**src/rtl/sprite_line_scheduler_pkg.sv**
```systemverilog
// Shared constants for the sprite line scheduler: entry field layout,
// default geometry and the scan FSM state encoding.
package sprite_line_scheduler_pkg;

    localparam int ADDR_WIDTH_DEF = 6;
    localparam int SLOT_NUM_DEF   = 8;
    localparam int SPRITE_H_DEF   = 16;
    localparam int POS_W_DEF      = 10;

    localparam int X_LSB    = 0;
    localparam int X_MSB    = 7;
    localparam int Y_LSB    = 8;
    localparam int Y_MSB    = 15;
    localparam int TILE_LSB = 16;
    localparam int TILE_MSB = 23;
    localparam int ATTR_LSB = 24;
    localparam int ATTR_MSB = 30;
    localparam int EN_BIT   = 31;

    typedef enum logic [1:0] {
        IDLE  = 2'd0,
        SCAN  = 2'd1,
        DRAIN = 2'd2
    } state_t;

endpackage

```
**src/rtl/sprite_line_scheduler_if.sv**
```systemverilog
// Sprite RAM line-evaluation read port: strobe and index out, entry data
// back one cycle later.
interface sprite_line_scheduler_if #(
    parameter int ADDR_WIDTH = 6
);
    logic                  ram_rd_en;
    logic [ADDR_WIDTH-1:0] ram_addr;
    logic [31:0]           ram_rdata;

    modport master (
        output ram_rd_en,
        output ram_addr,
        input  ram_rdata
    );

    modport slave (
        input  ram_rd_en,
        input  ram_addr,
        output ram_rdata
    );
endinterface

```
**src/rtl/sprite_line_scheduler_y_hit.sv**
```systemverilog
// Vertical coverage test of one sprite entry against the target line.
module sprite_y_hit
    import sprite_line_scheduler_pkg::*;
#(
    parameter int POS_W    = POS_W_DEF,
    parameter int SPRITE_H = SPRITE_H_DEF
) (
    input  logic [Y_MSB-Y_LSB:0] y_pos,
    input  logic                 en,
    input  logic [POS_W-1:0]     line_y,
    output logic                 hit
);
    logic signed [POS_W:0] d;

    // One extra bit so a sprite starting below the line shows up as a borrow.
    always_comb begin
        d   = $signed({1'b0, line_y}) - $signed({{(POS_W-7){1'b0}}, y_pos});
        hit = en && !d[POS_W] && (d[POS_W-1:0] < (POS_W)'(SPRITE_H));
    end
endmodule

```
**src/rtl/sprite_line_scheduler.sv**
```systemverilog
// Per-scanline sprite evaluation: publishes the gathered slot set on each
// line_start, then scans sprite RAM for up to SLOT_NUM sprites on the next line.
module sprite_line_scheduler
    import sprite_line_scheduler_pkg::*;
#(
    parameter int ADDR_WIDTH = ADDR_WIDTH_DEF,
    parameter int SLOT_NUM   = SLOT_NUM_DEF,
    parameter int SPRITE_H   = SPRITE_H_DEF,
    parameter int POS_W      = POS_W_DEF
) (
    input  logic                   clk,
    input  logic                   rst,
    input  logic                   line_start,
    input  logic [POS_W-1:0]       next_line_y,
    sprite_line_scheduler_if.master ram,
    output logic [SLOT_NUM*32-1:0] slot_data,
    output logic [SLOT_NUM-1:0]    slot_valid,
    output logic                   overflow,
    output logic                   late,
    input  logic                   late_clr,
    output logic                   busy
);
    localparam int CNT_W = $clog2(SLOT_NUM + 1);
    localparam logic [ADDR_WIDTH-1:0] LAST_IDX = {ADDR_WIDTH{1'b1}};

    state_t                  state, state_next;
    logic [ADDR_WIDTH-1:0]   idx;
    logic [POS_W-1:0]        line_y_q;
    logic [CNT_W-1:0]        hit_cnt;
    logic [SLOT_NUM*32-1:0]  back_data;
    logic [SLOT_NUM-1:0]     back_valid;
    logic                    back_ovf;
    logic                    vld_p1;
    logic                    hit_p1;
    logic                    stop;
    logic                    ls_mask;
    logic                    ls;

    // A pulse straddling reset release is not taken on the first edge.
    assign ls = line_start && !ls_mask;

    sprite_y_hit #(
        .POS_W    (POS_W),
        .SPRITE_H (SPRITE_H)
    ) u_y_hit (
        .y_pos  (ram.ram_rdata[Y_MSB:Y_LSB]),
        .en     (ram.ram_rdata[EN_BIT]),
        .line_y (line_y_q),
        .hit    (hit_p1)
    );

    always_ff @(posedge clk or posedge rst) begin
        if (rst) state <= IDLE;
        else     state <= state_next;
    end

    always_comb begin
        state_next = state;
        stop       = vld_p1 && hit_p1 && (hit_cnt == CNT_W'(SLOT_NUM));
        unique case (state)
            IDLE:    if (ls) state_next = SCAN;
            SCAN: begin
                if (ls)                   state_next = SCAN;
                else if (stop)            state_next = IDLE;
                else if (idx == LAST_IDX) state_next = DRAIN;
            end
            DRAIN:   state_next = ls ? SCAN : IDLE;
            default: state_next = IDLE;
        endcase
        ram.ram_rd_en = (state == SCAN);
        ram.ram_addr  = idx;
        busy          = (state != IDLE);
    end

    always_ff @(posedge clk or posedge rst) begin
        if (rst) begin
            ls_mask    <= 1'b1;
            vld_p1     <= 1'b0;
            idx        <= '0;
            line_y_q   <= '0;
            hit_cnt    <= '0;
            back_data  <= '0;
            back_valid <= '0;
            back_ovf   <= 1'b0;
            slot_data  <= '0;
            slot_valid <= '0;
            overflow   <= 1'b0;
            late       <= 1'b0;
        end else begin
            ls_mask <= 1'b0;
            // p1: read data returns; reads issued on a restart or stop edge are stale
            vld_p1  <= ram.ram_rd_en && !ls && !stop;
            if (ls) begin
                slot_data  <= back_data;
                slot_valid <= back_valid;
                overflow   <= back_ovf;
                back_valid <= '0;
                back_ovf   <= 1'b0;
                hit_cnt    <= '0;
                idx        <= '0;
                line_y_q   <= next_line_y;
            end else begin
                if (state == SCAN) idx <= idx + 1'b1;
                if (vld_p1 && hit_p1) begin
                    if (stop) begin
                        back_ovf <= 1'b1;
                    end else begin
                        for (int k = 0; k < SLOT_NUM; k++) begin
                            if (hit_cnt == CNT_W'(k)) begin
                                back_data[k*32 +: 32] <= ram.ram_rdata;
                                back_valid[k]         <= 1'b1;
                            end
                        end
                        hit_cnt <= hit_cnt + 1'b1;
                    end
                end
            end
            if (ls && busy)    late <= 1'b1;
            else if (late_clr) late <= 1'b0;
        end
    end
endmodule

```
**src/flat_wrapper.sv**
```systemverilog
// flat-port wrapper written by rule: the top's interface ports become plain ports
module sprite_line_scheduler_flat import sprite_line_scheduler_pkg::*;
#(
    parameter int ADDR_WIDTH = ADDR_WIDTH_DEF,
    parameter int SLOT_NUM   = SLOT_NUM_DEF,
    parameter int SPRITE_H   = SPRITE_H_DEF,
    parameter int POS_W      = POS_W_DEF
)
  (clk, rst, line_start, next_line_y, slot_data, slot_valid, overflow, late, late_clr, busy, ram_ram_rd_en, ram_ram_addr, ram_ram_rdata);
  sprite_line_scheduler_if #(.ADDR_WIDTH(ADDR_WIDTH)) ram_i ();
  input  logic clk;
  input  logic rst;
  input  logic line_start;
  input  logic [POS_W-1:0] next_line_y;
  output logic [SLOT_NUM*32-1:0] slot_data;
  output logic [SLOT_NUM-1:0] slot_valid;
  output logic overflow;
  output logic late;
  input  logic late_clr;
  output logic busy;
  output wire logic [$bits(ram_i.ram_rd_en)-1:0] ram_ram_rd_en;
  output wire logic [$bits(ram_i.ram_addr)-1:0] ram_ram_addr;
  input wire logic [$bits(ram_i.ram_rdata)-1:0] ram_ram_rdata;
  assign ram_ram_rd_en = ram_i.ram_rd_en;
  assign ram_ram_addr = ram_i.ram_addr;
  assign ram_i.ram_rdata = ram_ram_rdata;
  sprite_line_scheduler #(.ADDR_WIDTH(ADDR_WIDTH), .SLOT_NUM(SLOT_NUM), .SPRITE_H(SPRITE_H), .POS_W(POS_W)) u_core (.clk(clk), .rst(rst), .line_start(line_start), .next_line_y(next_line_y), .ram(ram_i), .slot_data(slot_data), .slot_valid(slot_valid), .overflow(overflow), .late(late), .late_clr(late_clr), .busy(busy));
endmodule
```
**config.mk**
```make
export PLATFORM = sky130hd
export DESIGN_NAME = sprite_line_scheduler_flat
export DESIGN_NICKNAME = d
export VERILOG_FILES = /design/src/rtl/sprite_line_scheduler_pkg.sv /design/src/rtl/sprite_line_scheduler_if.sv /design/src/rtl/sprite_line_scheduler_y_hit.sv /design/src/rtl/sprite_line_scheduler.sv /design/src/flat_wrapper.sv
export SDC_FILE = /design/constraint.sdc
export NUM_CORES = 1
export LEC_CHECK = 0
export ABC_CLOCK_PERIOD_IN_PS = 33500
export CORE_ASPECT_RATIO = 0.6
export CORE_UTILIZATION = 45
export DETAILED_ROUTE_END_ITERATION = 10
export PLACE_DENSITY = 0.75
export SYNTH_ARGS = -nofsm -noshare
export SYNTH_HDL_FRONTEND = slang
export SYNTH_SLANG_ARGS = --single-unit
```
**constraint.sdc**
```tcl
create_clock -name clk -period 33.5 [get_ports clk]
set_clock_uncertainty 0.15 [all_clocks]
set_input_delay 10.05 -clock clk [delete_from_list [all_inputs] [get_ports clk]]
set_output_delay 10.05 -clock clk [all_outputs]
set_load 0.01 [all_outputs]
```
==> impl_metrics.env, run 1 <==
export IMPL_crit_path_end="u_core.back_data[114]"
export IMPL_fin_area_um2=26800
export IMPL_die_width_um=283
export IMPL_place_gp_congestion=0.813
export IMPL_max_slew_margin=0.249
export IMPL_rsz0062_at_grt="no"
export IMPL_synthFlopType="dfrtp_1"
export IMPL_grt_usage=0.220
export IMPL_drtIter0Drc=1179
export IMPL_max_vdd_ir_drop_uv=34.7
export IMPL_min_period_ns=14.04
export IMPL_n_antenna_cell=0
export IMPL_worstPathArrival_ns=14.33
export IMPL_initial_core_util=0.459
export IMPL_r2r_cells=7
export IMPL_grt_antenna_before_repair=0
export IMPL_h_tree_depth=2
export IMPL_overflow=0
export IMPL_dieArea_um2=48300
export IMPL_maxCapViolCount=0
export IMPL_cts_tree="done"
export IMPL_rows=61
export IMPL_synth_warnings=0
export IMPL_layout_common_cells="nand2_1 (852), dfrtp_1 (554), clkdlybuf4s50_1 (319)"
export IMPL_critPathKind="primary input to flop"
export IMPL_io_pins=320
export IMPL_synth_avg_cell_area_um2=11.4
export IMPL_worstSkewPairLatency_ns=0.57
export IMPL_worst_setup_path_end_kind="flop"
export IMPL_grt_pass1_wl_um=83900
export IMPL_reg2reg_slack_ns=29.33
export IMPL_synthArstFlopShare=1.00
export IMPL_hold_viol=0
export IMPL_hold_path_class="flop to flop"
export IMPL_cp_start_kind="primary input"
export IMPL_ctsHoldBuffers=0
export IMPL_seq_area_frac_synth=0.652
export IMPL_netlist_cell_type_count=43
export IMPL_drv_slew=0
export IMPL_drc=0
export IMPL_clock_path_buffers=3
export IMPL_clockRootBuffer="clkbuf_16"
export IMPL_clkTransAtPathRegs_ns=0.07
export IMPL_core_um2=46500
export IMPL_synth_area_um2=21300
export IMPL_cts_setup_buffers=0
export IMPL_critical_path_max_stage_delay_ns=1.39
export IMPL_max_slew_worst_pin_slew_ns=1.13
export IMPL_syn_to_final_growth_pct=25.9
export IMPL_ys_ff_latch=555
export IMPL_mostFrequentLayoutCell="nand2_1"
export IMPL_timing_critical_path_from="ram_ram_rdata[15]"
export IMPL_required_ns=33.79
export IMPL_setup_viol=0
export IMPL_hpwl_um=33500
export IMPL_cp_cell_sequence="clkdlybuf4s50_1 -> inv_1 -> ha_1 -> nand2_1 -> o221a_2 -> o21ai_0 -> nand4_1 -> or4_2 -> mux2_2"
export IMPL_finalPower_uw=1460
export IMPL_dr_pass1_iters=5
export IMPL_slowest_stage="or4_2"
export IMPL_first_global_vias=14700
export IMPL_setup_tns_ns=0
export IMPL_leakagePower_uw=0.0141
export IMPL_syn_inst=1875
export IMPL_cts_resized=0
export IMPL_vias=14400
export IMPL_fmax_mhz=71.2
export IMPL_outcome="completed"
export IMPL_r2r_end="u_core.back_data[114]"
export IMPL_timing_final_crit_share=0.419
export IMPL_num_nets_final=2228
export IMPL_placed_area_um2=25000
export IMPL_die_h_um=171
export IMPL_powerDensity_nw_per_um2=54.5
export IMPL_r2r_start="u_core.line_y_q[7]"
export IMPL_wl_per_cell_um=18.6
export IMPL_cts_buffers=52
export IMPL_numPortBuffers=319
export IMPL_drt_wl_total_um=53000
export IMPL_synthesis_nets=1933
export IMPL_worstPathMaxFanout=33
export IMPL_grt_max_degree=138
export IMPL_antenna_left=0
export IMPL_cts_sinks=555
export IMPL_via_per_inst=5.06
export IMPL_synth_edff_count=0
export IMPL_drive_gt1_frac=0.168
export IMPL_nFillCells=3726
## synth_stat cells (2+ instances only)
cell type  number  area share
nand2_1       852        0.15
dfrtp_1       554        0.65
mux2_2        217        0.11
clkbuf_1       57       0.010
mux2_4         28       0.020
buf_2          22      0.0052
inv_1          17      0.0030
buf_1          14      0.0025
ha_1           12      0.0070
nor2_1         11      0.0019
nor4_1          7      0.0021
nand3_1         6      0.0014
a21oi_1         5      0.0012
buf_6           5      0.0026
mux2i_1         5      0.0023
nand2b_1        5      0.0015
o21ai_0         5      0.0012
or2_2           5      0.0015
or4_1           5      0.0018
a21o_1          4      0.0014
nor4_4          4      0.0040
xor2_1          4      0.0016
mux2_1          3      0.0016
nand4_1         3     0.00088
nor3_1          3     0.00070
nand3b_1        2     0.00070
nor2b_1         2     0.00059
o21a_1          2     0.00070
or3_1           2     0.00059
## per-stage QoR
| stage | setup WS, ns | utilization | cells | hold WS, ns |
|---|---|---|---|---|
| after global routing | 19.26 | 0.577 | 2843 | 0.331 |
| after floorplan | 7.78 | - | 1875 | 0.280 |
| after CTS | 19.50 | 0.577 | 2843 | 0.310 |
| after detailed placement | 18.92 | 0.539 | 2746 | 0.295 |
| after global placement | 19.05 | 0.539 | 2746 | 0.294 |
| final | 19.46 | 0.577 | 2843 | 0.308 |
## state kept, by name, indices dropped and copies added (netlist names)
signal and count:
u_core.back_data 256, u_core.overflow 1, u_core.line_y_q 10, u_core.state 2, u_core.ls_mask 1, u_core.ram.ram_addr 6, u_core.slot_data 256, u_core.back_valid 8
u_core.slot_valid 8, u_core.back_ovf 1, u_core.late 1, u_core.hit_cnt 4, u_core.vld_p1 1
## worst max-delay path: cells and delay by family
family	cells	cell delay (ns)
fa+ha+maj	1	0.36
simple gates	3	2.16
compound gates	2	0.46
mux	1	0.47
buf+inv	2	0.80
## logic make-up after synthesis
kind of cell	after synthesis	share of synthesized area
AOI/OAI and AO/OA	23	0.00816
buffers and inverters	115	0.0233
DFF	555	0.652
adders and majority gates	12	0.00704
and+or+nand+nor	911	0.169
xor gates and xnor gates	5	0.00205
other	1	0.000176
muxes	253	0.138
## per-layer routing
layer	part of all wire	global-route usage
met1	0.46	0.315
met2	0.47	0.349
met3	0.053	0.0416
met4	0.020	0.0520
met5	0	0
## final cells by class
cell class                      count  area, µm²  area share
Clock buffer                       77       1530      0.0569
Clock inverter                     20        265     0.00988
Inverter                           17       71.3     0.00266
Multi-Input combinational cell   1205       6950       0.259
Sequential cell                   555      13900       0.518
Tap cell                          630        788      0.0294
Timing Repair Buffer              339       3340       0.125
## worst min-delay path by stage
stage | from | endpoint | cells after the start
after floorplan | u_core.back_data[127] | u_core.slot_data[127] | 2
after global placement | u_core.back_data[207] | u_core.slot_data[207] | 2
after detailed placement | u_core.back_data[76] | u_core.slot_data[76] | 2
after CTS | u_core.back_data[255] | u_core.slot_data[255] | 2
after global routing | u_core.back_data[255] | u_core.slot_data[255] | 2
final | u_core.back_data[255] | u_core.slot_data[255] | 2
## report_power, final
part / internal (µW) / switching, µW
clock network: 363 / 254
registers: 701 / 20.3
logic: 53.9 / 69.7
total: 1120 / 344
No activity file was read; power rests on OpenSTA's default activity.
==> run 2, diff against run 1 <==
--- a/config.mk
+++ b/config.mk
@@ -5,7 +5,7 @@
 export SDC_FILE = /design/constraint.sdc
 export NUM_CORES = 1
 export LEC_CHECK = 0
-export ABC_CLOCK_PERIOD_IN_PS = 33500
+export ABC_CLOCK_PERIOD_IN_PS = 14200
 export CORE_ASPECT_RATIO = 0.6
 export CORE_UTILIZATION = 45
 export DETAILED_ROUTE_END_ITERATION = 10
==> constraint.sdc (replaced) <==
create_clock -name clk -period 14.2 [get_ports clk]
set_clock_uncertainty 0.15 [all_clocks]
set_input_delay 4.26 -clock clk [delete_from_list [all_inputs] [get_ports clk]]
set_output_delay 4.26 -clock clk [all_outputs]
set_load 0.01 [all_outputs]
==> run 2 against run 1 <==
  * Power grew 130%
  * Final area shrank 0.18%
  * First-iteration DRC count shrank 12%
  * Die area is the same
  * Setup slack lost 14 ns
  * Non-clock buffer count is the same
  * Sequential share of layout area grew 0.094 points
  * Utilization shrank 0.10 points
  * Register-to-register slack lost 19 ns
  * Critical endpoint is now u_core.back_data[115]
  * Highest routed layer unchanged
==> impl_metrics.env, run 2 (synthesized netlist as in run 1, its figures left out) <==
export IMPL_required_ns=14.49
export IMPL_setup_tns_ns=0
export IMPL_die_width_um=283
export IMPL_dieArea_um2=48300
export IMPL_grt_usage=0.218
export IMPL_top_regs="u_core.back_data x256, u_core.slot_data x256, u_core.line_y_q x10"
export IMPL_powerDensity_nw_per_um2=127
export IMPL_timing_critical_path_from="ram_ram_rdata[13]"
export IMPL_h_tree_depth=2
export IMPL_syn_to_final_growth_pct=25.7
export IMPL_path_delay_family="simple AND/OR/NAND/NOR gates"
export IMPL_hpwl_um=33100
export IMPL_dr_pass1_iters=5
export IMPL_clockRootBuffer="clkbuf_16"
export IMPL_worstHoldPathCells=2
export IMPL_leakagePower_uw=0.0141
export IMPL_critPathKind="primary input to flop"
export IMPL_core_um2=46500
export IMPL_grt_antenna_before_repair=0
export IMPL_hold_path_class="flop to flop"
export IMPL_cts_sinks=555
export IMPL_worstSkewPairLatency_ns=0.56
export IMPL_num_nets_final=2226
export IMPL_drtIter0Drc=1038
export IMPL_place_gp_congestion=0.867
export IMPL_worst_setup_path_end_kind="flop"
export IMPL_initial_core_util=0.459
export IMPL_clock_path_buffers=3
export IMPL_ctsHoldBuffers=0
export IMPL_via_per_inst=5.07
export IMPL_worstPathMaxFanout=33
export IMPL_clkTransAtPathRegs_ns=0.07
export IMPL_cts_buffers=50
export IMPL_r2r_start="u_core.line_y_q[7]"
export IMPL_vias=14400
export IMPL_r2r_cells=7
export IMPL_cp_depth=9
export IMPL_overflow=0
export IMPL_first_global_vias=14600
export IMPL_hold_viol=0
export IMPL_grt_pass1_wl_um=83300
export IMPL_numPortBuffers=319
export IMPL_min_period_ns=8.26
export IMPL_wl_per_cell_um=18.5
export IMPL_cts_setup_buffers=0
export IMPL_timing_final_crit_share=0.582
export IMPL_cp_cell_sequence="clkdlybuf4s50_1 -> inv_1 -> ha_1 -> inv_1 -> o221a_2 -> o21ai_0 -> nand4_1 -> or4_2 -> mux2_2"
export IMPL_n_antenna_cell=0
export IMPL_maxCapViolCount=0
export IMPL_cts_resized=0
export IMPL_hp_start="u_core.back_data[145]"
export IMPL_rsz0062_at_grt="no"
export IMPL_mostFrequentLayoutCell="nand2_1"
export IMPL_drv_slew=0
export IMPL_finalPower_uw=3400
export IMPL_max_slew_margin=0.216
export IMPL_critPathMostFrequentCell="inv_1"
export IMPL_worstPathArrival_ns=8.55
export IMPL_cp_start_kind="primary input"
export IMPL_cts_tree="done"
export IMPL_io_pins=320
export IMPL_antenna_left=0
export IMPL_max_slew_worst_pin_slew_ns=1.18
export IMPL_die_h_um=171
export IMPL_rows=61
export IMPL_drc=0
export IMPL_cp_num_buf_inv=3
export IMPL_drive_gt1_frac=0.167
export IMPL_setup_viol=0
export IMPL_max_vdd_ir_drop_uv=89.1
export IMPL_slowest_stage="or4_2"
export IMPL_layout_common_cells="nand2_1 (852), dfrtp_1 (554), clkdlybuf4s50_1 (319)"
export IMPL_drt_wl_total_um=52500
export IMPL_grt_max_degree=189
export IMPL_outcome="completed"
export IMPL_critical_path_max_stage_delay_ns=1.35
export IMPL_fmax_mhz=121
[run 2: metrics by stage]
stage | setup slack (ns) | cells | cell area [µm²] | hold WS (ns) | utilization
2_1_floorplan | 2.24 | 1875 | 21300 | 0.280 | -
3_3_place_gp | 5.56 | 2746 | 25100 | 0.295 | 0.539
3_5_place_dp | 5.42 | 2746 | 25100 | 0.293 | 0.539
4_1_cts | 6.02 | 2833 | 26800 | 0.307 | 0.576
5_1_grt | 5.80 | 2833 | 26800 | 0.321 | 0.576
6_report | 5.94 | 2833 | 26800 | 0.306 | 0.576
[run 2: worst paths after layout]
kind | slack [ns] | endpoint
min in group asynchronous | 4.06 | u_core.back_data[29]
max reg2reg | 10.07 | u_core.back_data[115]
max in group asynchronous | 7.46 | u_core.back_data[88]
min | 0.31 | u_core.slot_data[145]
max | 5.94 | u_core.back_data[115]
min reg2reg | 0.31 | u_core.slot_data[145]
[run 2: power by group]
group          leakage [µW]  switching [µW]  total, µW  internal, µW
combinational       0.00552             162        289           128
clock              0.000847             586       1410           826
sequential          0.00770            45.4       1700          1650
total                0.0141             793       3400          2610
[run 2: area by class of cell]
class / count / area (µm²)
Clock buffer: 68 / 1450
Clock inverter: 19 / 272
Fill cell: 3749 / 19700
Inverter: 17 / 67.6
Multi-Input combinational cell: 1205 / 6950
Sequential cell: 555 / 13900
Tap cell: 630 / 788
Timing Repair Buffer: 339 / 3370
[run 2: worst min-delay path, delay by kind of cell, from the launching register on]
| kind | cells | cell delay (ns) |
|---|---|---|
| simple gates | 2 | 0.10 |
| flops | 1 | 0.34 |
[run 2: per-layer routing]
layer | up-vias | wire, µm | global-route usage
met5 | - | 0 | 0
met4 | 0 | 856 | 0.0456
met3 | 58 | 3190 | 0.0515
met2 | 374 | 24200 | 0.341
met1 | 7352 | 24200 | 0.313
li1 | 6577 | - | -
==> run 3, diff against run 2 <==
--- a/config.mk
+++ b/config.mk
@@ -5,11 +5,11 @@
 export SDC_FILE = /design/constraint.sdc
 export NUM_CORES = 1
 export LEC_CHECK = 0
-export ABC_CLOCK_PERIOD_IN_PS = 14200
+export ABC_CLOCK_PERIOD_IN_PS = 7100
 export CORE_ASPECT_RATIO = 0.6
 export CORE_UTILIZATION = 45
 export DETAILED_ROUTE_END_ITERATION = 10
-export PLACE_DENSITY = 0.75
+export PLACE_DENSITY = 0.78
 export SYNTH_ARGS = -nofsm -noshare
 export SYNTH_HDL_FRONTEND = slang
 export SYNTH_SLANG_ARGS = --single-unit
==> constraint.sdc (replaced) <==
create_clock -name clk -period 7.1 [get_ports clk]
set_clock_uncertainty 0.15 [all_clocks]
set_input_delay 2.13 -clock clk [delete_from_list [all_inputs] [get_ports clk]]
set_output_delay 2.13 -clock clk [all_outputs]
set_load 0.01 [all_outputs]
==> run 3 against run 2 <==
  * Sequential power grew 100%
  * Clock power grew 93%
  * Global-route usage grew 0.41 points
  * Critical path depth shrank 1
  * Die area is the same
  * Power grew 97%
  * Critical path type unchanged
  * Largest cell class unchanged
  * Highest routed layer unchanged
==> impl_metrics.env, run 3 (synthesized netlist as in run 1, its figures left out) <==
export IMPL_clkTransAtPathRegs_ns=0.06
export IMPL_fmax_mhz=172
export IMPL_fin_area_um2=26800
export IMPL_holdPathEnd="u_core.slot_data[177]"
export IMPL_combinationalPowerShare=0.088
export IMPL_h_tree_depth=2
export IMPL_dieArea_um2=48300
export IMPL_grt_antenna_before_repair=1
export IMPL_hp_start="u_core.back_data[177]"
export IMPL_pwr_share_clk=0.405
export IMPL_maxCapViolCount=0
export IMPL_worstPathMaxFanout=33
export IMPL_outcome="completed"
export IMPL_min_period_ns=5.82
export IMPL_core_um2=46500
export IMPL_drc=0
export IMPL_leakagePower_uw=0.0141
export IMPL_cts_setup_buffers=0
export IMPL_dr_pass1_iters=7
export IMPL_grt_max_degree=204
export IMPL_hold_path_class="flop to flop"
export IMPL_cts_resized=0
export IMPL_initial_core_util=0.459
export IMPL_worst_setup_path_end_kind="flop"
export IMPL_r2r_end="u_core.back_data[99]"
export IMPL_cts_buffers=51
export IMPL_drive_gt1_frac=0.167
export IMPL_critPathKind="primary input to flop"
export IMPL_ctsHoldBuffers=0
export IMPL_r2r_cells=6
export IMPL_cts_sinks=555
export IMPL_io_pins=320
export IMPL_powerDensity_nw_per_um2=250
export IMPL_place_gp_congestion=0.845
export IMPL_preCtsSetupSlack_ns=0.704
export IMPL_grt_usage=0.223
export IMPL_grt_pass1_wl_um=84600
export IMPL_timing_final_crit_share=0.820
export IMPL_first_global_vias=14900
export IMPL_p_seq_frac=0.507
export IMPL_hold_viol=0
export IMPL_clock_path_buffers=3
export IMPL_drv_slew=0
export IMPL_rsz0062_at_grt="no"
export IMPL_swShare=0.236
export IMPL_placed_area_um2=25200
export IMPL_via_per_inst=5.11
export IMPL_setup_slack_ns=1.28
export IMPL_top_regs="u_core.back_data x256, u_core.slot_data x256, u_core.line_y_q x10"
export IMPL_rows=61
export IMPL_die_width_um=283
export IMPL_required_ns=7.39
export IMPL_num_nets_final=2234
export IMPL_r2r_start="u_core.line_y_q[1]"
export IMPL_worstSkewPairLatency_ns=0.56
export IMPL_max_vdd_ir_drop_uv=172
export IMPL_timing_critical_path_from="ram_ram_rdata[9]"
export IMPL_setup_viol=0
export IMPL_antenna_left=0
export IMPL_numPortBuffers=319
export IMPL_max_slew_worst_pin_slew_ns=1.15
export IMPL_layout_common_cells="nand2_1 (852), dfrtp_1 (554), clkdlybuf4s50_1 (319)"
export IMPL_setup_tns_ns=0
export IMPL_wl_per_cell_um=18.8
export IMPL_nFillCells=3736
export IMPL_worstPathArrival_ns=6.11
export IMPL_mostFrequentLayoutCell="nand2_1"
export IMPL_finalPower_uw=6710
export IMPL_drtIter0Drc=979
export IMPL_hpwl_um=34000
export IMPL_p_sw_uw=1580
export IMPL_die_h_um=171
export IMPL_internal_power_uw=5130
export IMPL_cp_start_kind="primary input"
export IMPL_reg2reg_slack_ns=3.26
export IMPL_syn_to_final_growth_pct=25.8
export IMPL_overflow=0
export IMPL_worstHoldPathCells=2
export IMPL_clockRootBuffer="clkbuf_16"
export IMPL_vias=14500
export IMPL_cts_tree="done"
export IMPL_max_slew_margin=0.231
export IMPL_drt_wl_total_um=53300
[run 3: cell count changes in the layout (fill, tap and decap cells not counted), sizes merged]
cell,delta
inv,-2
diode,+1
clkinvlp,-2
buf,+7
clkbuf,+4
clkinv,+1
bufinv,-2
[run 3: area by class of cell]
class / instances / area, µm² / area share
Sequential cell: 555 / 13900 / 0.518
Clock inverter: 14 / 178 / 0.00662
Timing Repair Buffer: 346 / 3500 / 0.130
Tap cell: 630 / 788 / 0.0294
Multi-Input combinational cell: 1205 / 6950 / 0.259
Clock buffer: 72 / 1450 / 0.0539
Antenna cell: 1 / 2.50 / 0.0000933
Inverter: 17 / 67.6 / 0.00252
[run 3: power by group through the flow]
stage	combinational (µW)	sequential (µW)	clock [µW]
floorplan	280	3470	0
global route	648	3420	2910
CTS	600	3400	2790
global placement	579	3450	0
finish	590	3400	2720
detailed placement	597	3460	0
[run 3: worst max-delay path by stage]
stage                             to  slack [ns]  cells past startpoint
2_1_floorplan    u_core.back_data[0]       -2.73                      1
3_3_place_gp   u_core.back_data[126]        0.80                      8
4_1_cts        u_core.back_data[129]        1.31                      8
3_5_place_dp   u_core.back_data[108]        0.70                      8
5_1_grt        u_core.back_data[101]        1.17                      8
6_report        u_core.back_data[99]        1.28                      8
[run 3: metrics by stage]
step / utilization / std cells / hold slack (ns)
after floorplan: - / 1875 / 0.280
after global placement: 0.542 / 2753 / 0.294
after detailed placement: 0.542 / 2753 / 0.298
after CTS: 0.577 / 2839 / 0.312
after global routing: 0.577 / 2840 / 0.330
final: 0.577 / 2840 / 0.308
[run 3: critical path, stage by stage]
cell             delay, ns
clkdlybuf4s50_1       0.70
inv_1                 0.10
ha_1                  0.35
a2111oi_4             0.43
o21ai_1               0.14
a211o_1               0.52
or4_2                 1.25
mux2_2                0.47
[run 3: per-layer routing]
metal  part of all wire  track usage  vias up
li1                   -            -     6579
met1               0.45        0.315     7434
met2               0.47        0.352      406
met3              0.056       0.0436       91
met4              0.024       0.0607        0
met5                  0            0        -
